==> config.mk <==
export PLATFORM = sky130hd
export DESIGN_NAME = lmfe_pixel_feeder
export DESIGN_NICKNAME = d
export VERILOG_FILES = /design/src/rtl/lmfe_pixel_feeder.sv
export SDC_FILE = /design/constraint.sdc
export NUM_CORES = 1
export LEC_CHECK = 0
export ABC_AREA = 1
export CELL_PAD_IN_SITES_DETAIL_PLACEMENT = 1
export CELL_PAD_IN_SITES_GLOBAL_PLACEMENT = 1
export CORE_UTILIZATION = 40
export CTS_CLUSTER_DIAMETER = 80
export DETAILED_ROUTE_END_ITERATION = 10
export PLACE_DENSITY_LB_ADDON = 0.3
export SLEW_MARGIN = 30
export SYNTH_ARGS = -nofsm -noshare
export SYNTH_HDL_FRONTEND = slang
export SYNTH_SLANG_ARGS = --single-unit
==> constraint.sdc <==
create_clock -name clk -period 4.6 [get_ports clk]
set_input_delay 0.69 -clock clk [delete_from_list [all_inputs] [get_ports clk]]
set_output_delay 0.69 -clock clk [all_outputs]
set_load 0.005 [all_outputs]
==> src/rtl/lmfe_pixel_feeder.sv <==
// lmfe_pixel_feeder: streams a raster image from a 1-cycle-latency SRAM into the median filter with busy back-pressure.
// Optional: define LMFE_FEEDER_STALL_CNT_EN to add the 16-bit stall_cnt output.
module lmfe_pixel_feeder #(
    parameter int IMG_W  = 128,
    parameter int IMG_H  = 128,
    parameter int ADDR_W = 14
) (
    input  logic              clk,
    input  logic              reset,
    input  logic              start,
    output logic              mem_rd,
    output logic [ADDR_W-1:0] mem_addr,
    input  logic [7:0]        mem_q,
    output logic [7:0]        Din,
    output logic              in_en,
    input  logic              busy,
    output logic              frame_done,
    output logic              active
`ifdef LMFE_FEEDER_STALL_CNT_EN
    ,
    output logic [15:0]       stall_cnt
`endif
);
    localparam logic [ADDR_W:0] NPIX = (ADDR_W+1)'(IMG_W * IMG_H);
    localparam logic [ADDR_W:0] LAST = NPIX - 1'b1;
    typedef enum logic [1:0] {IDLE, FETCH, DRAIN, DONE} state_t;
    state_t state, state_nx;
    logic [ADDR_W:0] issue_cnt, xfer_cnt;
    logic [1:0] occ;
    logic [2:0] credit;
    logic [7:0] tail;
    logic inflight, pop, go, last_issue, last_xfer;
    always_comb begin
        in_en      = occ != 2'd0;
        pop        = in_en && !busy;
        go         = start && (state == IDLE || state == DONE);
        credit     = 3'(occ) + 3'(inflight) - 3'(pop);
        mem_rd     = state == FETCH && credit <= 3'd1 && issue_cnt < NPIX;
        mem_addr   = issue_cnt[ADDR_W-1:0];
        last_issue = mem_rd && issue_cnt == LAST;
        last_xfer  = pop && xfer_cnt == LAST;
        active     = state == FETCH || state == DRAIN;
        state_nx   = go ? FETCH :
                     (state == FETCH && last_issue) ? DRAIN :
                     (state == DRAIN && last_xfer) ? DONE : state;
    end
    // Din is the FIFO head, tail is the second slot; the read returning now is pushed from mem_q.
    always_ff @(posedge clk or posedge reset) begin
        if (reset) begin
            state      <= IDLE;
            issue_cnt  <= '0;
            xfer_cnt   <= '0;
            occ        <= 2'd0;
            inflight   <= 1'b0;
            Din        <= 8'd0;
            tail       <= 8'd0;
            frame_done <= 1'b0;
        end else begin
            state      <= state_nx;
            frame_done <= state == DRAIN && state_nx == DONE;
            if (go) begin
                issue_cnt <= '0;
                xfer_cnt  <= '0;
                occ       <= 2'd0;
                inflight  <= 1'b0;
            end else begin
                inflight <= mem_rd;
                occ      <= occ + 2'(inflight) - 2'(pop);
                if (mem_rd)
                    issue_cnt <= issue_cnt + 1'b1;
                if (pop)
                    xfer_cnt <= xfer_cnt + 1'b1;
                if ((pop && (occ == 2'd2 || inflight)) || (inflight && occ == 2'd0))
                    Din <= occ == 2'd2 ? tail : mem_q;
                if (inflight && (occ == 2'd2 || (occ == 2'd1 && !pop)))
                    tail <= mem_q;
            end
        end
    end
`ifdef LMFE_FEEDER_STALL_CNT_EN
    always_ff @(posedge clk or posedge reset) begin
        if (reset)
            stall_cnt <= 16'd0;
        else if (go)
            stall_cnt <= 16'd0;
        else if (active && in_en && busy && stall_cnt != 16'hFFFF)
            stall_cnt <= stall_cnt + 16'd1;
    end
`endif
endmodule

==> results by group <==
Cells and area
  – Area of the multi-input gates: 1230 um2
  – ANT cells: 0
  – Post-layout util: 49.1%
  – Share of layout cells above drive strength 1: 6.33%
  – Post-route cell area: 3370 um2
  – Fill cells: 872
  – Final net count: 428
  – Area growth from synthesis to layout: 17.2%
  – Register Area: 1300 um2
  – Most common cell after layout, fill and taps aside: nand2_1
  – Most frequent cells in the layout: nand2_1 (101), dfrtp_1 (52), inv_1 (51)
  – Final std cells w/o fill: 507

Floorplan
  – Die Wd: 86.8 um
  – Starting Density: 41.9%
  – I/O pin cnt: 38
  – Row count: 30
  – Die area: 7540 um2
  – Die Ht: 86.8 um
  – Core area: 6870 um2

Place
  – Placed insts: 499
  – Port Buffers: 37
  – Setup WS pre-CTS: 0.519 ns
  – Placed Area: 3250 um2
  – Final HPWL DP: 5140 um
  – Routability cong.: 0.768

Route
  – DR WL/cell: 13.8 um
  – DR iter-0 viols: 71
  – DRC violations left: 0
  – Drt pass-1 iters: 4
  – Drt total wl: 6990 um
  – ANT nets after route: 0
  – DR vias: 2545
  – DR vias/cell: 5.02

Timing
  – Relative slew slack: 54.0%
  – Final WS setup: 0.509 ns
  – Fin Setup TNS: 0 ns
  – Tcrit/Tclk final: 88.9%
  – Slew @ Worst Pin: 0.688 ns
  – RSZ-0062 raised after global routing: false
  – Minimum clock period: 4.09 ns
  – Highest Clock Rate: 244 MHz
  – Final Skew: 0.00508 ns
  – Final setup violation count: 0
  – Final max-slew violation count: 0
  – Hold Fails Final Rpt: 0

Setup path
  – Peak fanout along the critical path: 10
  – FF-to-FF setup slack: 1.93 ns
  – Critical Path RT: 3.91 ns
  – Startpoint Class: primary input
  – R2R Path End: frame_done
  – CP Capture Type: output port
  – Crit Path Class: in -> out
  – R2r startpoint: occ[1]
  – Worst reg2reg path depth: 15
  – WP data arrival: 3.40 ns

Clocking
  – Sink Count: 52
  – Clock latency on the worst-skew pair: 0.31 ns
  – Clock slew seen by the registers of the worst setup and hold paths: 0.09 ns
  – Post-cts sizing count: 0
  – Post-CTS setup buffer count: 0
  – Total CTS buffers: 5
  – Hold Buf Count CTS: 0
  – CTS H-Tree Depth: 2
  – Root Driver: clkbuf_8
  – Longest Clk Path Bufs: 2
  – CTS tree: yes

Logic synthesis
  – Most area-hungry cell type in the Yosys netlist: dfrtp_1
  – Synth area leaders: dfrtp_1 (45%), nand2_1 (13%), inv_1 (6.8%), nor2_1 (6.0%), nand3_1 (4.0%)
  – Seq cells post-synth: 52
  – Adder-Cell Fraction of Synth Area: 2.87%
  – YS warnings: 0
  – Complex-gate fraction of the synthesized area: 9.70%
  – Simple-Gate Fraction of Synth Area: 29.6%
  – Post-synth top area share: 45.2%
  – Post-synthesis cell count: 385
  – Mapped Nets: 403
  – Synthesized cell area: 2880 um2
  – Register area share after synthesis: 45.2%
  – Main combinational cell family by area after synthesis: simple AND/OR/NAND/NOR gates
  – Post-synth EDFFs: 0
  – Mean Syn Cell Area: 7.47 um2
  – Post-synthesis mux area share: 0%
  – Library cells used by synthesis: 30
  – Synth Flop Type: dfrtp_1
  – Synth Area in XOR/XNOR: 0.609%
  – Asr flop ratio synth: 100%

Power
  – Leak pwr: 1.70 nW
  – Pwr Density: 404 nW/um2
  – Maximum vdd ir drop: 240 uV

GRT
  – GR Overflow Total: 0
  – Initial antenna violation count: 0
  – GRT Total Usage: 20.4%
  – Largest net degree at the start of global routing: 53
  – First-pass GRT wire length: 12000 um
  – Vias in the first global route: 2619

Hold path
  – Hold depth: 2
  – WHS Endpoint: tail[2]
  – Hold crit path type: reg -> reg
  – Worst Hold Launch: tail[2]

Outcome
  – Status: finished clean

Flow run
  – Max-Cap Viols: 0
[cells in the mapped netlist (2+ instances only)]
master / instances
a21oi_1: 12
buf_1: 2
nor2_1: 46
ha_1: 5
o21ai_1: 19
nor4_1: 2
buf_2: 4
inv_1: 52
nor3_1: 5
nand2_1: 101
nor2_4: 2
o21ai_0: 18
nand4_1: 8
buf_4: 14
nand2_2: 4
inv_2: 4
nand3_1: 23
dfrtp_1: 52
[worst max-delay path: stages]
cell and delay (ns):
clkdlybuf4s50_1 0.54, inv_2 0.08, nand2_2 0.13, xor2_1 0.18, ha_1 0.18, inv_1 0.05, fa_1 0.50, nand2_1 0.06
inv_1 0.10, nand3_2 0.10, nor2_4 0.24, clkdlybuf4s50_1 0.55
[where the power goes]
part	internal, mW	switching, mW	total, mW
clock	0.192	0.158	0.351
combinational	0.169	0.231	0.401
sequential	0.532	0.0798	0.612
total	0.894	0.470	1.36
[registers in the layout, indices dropped and copies added (netlist names)]
register and count:
issue_cnt 15, xfer_cnt 15, Din 8, tail 8, occ 2, state 2
frame_done 1, inflight 1
[worst max-delay path by stage]
stage          cells after the start      to  slack, ns  from
2_1_floorplan                     10  mem_rd       1.87  busy
3_3_place_gp                      12  mem_rd       0.64  busy
3_5_place_dp                      12  mem_rd       0.52  busy
4_1_cts                           12  mem_rd       0.51  busy
5_1_grt                           12  mem_rd       0.38  busy
6_report                          12  mem_rd       0.51  busy
[logic make-up (layout without fill, tap and decap cells)]
logic type | after synthesis | count (layout)
AOI/OAI and AO/OA | 53 | 53
xor gates and xnor gates | 2 | 2
buffers and inverters | 77 | 103
and+or+nand+nor | 195 | 195
adders and majority gates | 6 | 6
DFF | 52 | 52
[final cells by class]
cell class                 instances  area share (%)
clock buffer                       7            2.86
tap                               96            3.56
inverter                          56            6.23
clock inverter                     1           0.890
multi-input combinational        256            36.5
timing repair buffer              39            11.4
sequential                        52            38.6
[metal layers]
| layer | global-route usage, % | vias to the layer above | wire (um) | part of all wire (%) |
|---|---|---|---|---|
| li1 | - | 1253 | - | - |
| met4 | 4.85 | 0 | 68 | 0.97 |
| met1 | 26.4 | 1253 | 3390 | 48 |
| met5 | 0 | - | 0 | 0 |
| met2 | 35.3 | 34 | 3330 | 48 |
| met3 | 3.62 | 5 | 202 | 2.9 |
[per-stage QoR]
step | total power [mW] | hold slack [ns]
floorplan | 0.863 | 0.454
global placement | 1.00 | 0.467
global route | 1.46 | 0.518
detailed placement | 1.03 | 0.478
CTS | 1.38 | 0.502
finish | 1.36 | 0.498
No activity file was read; power rests on OpenSTA's default activity.
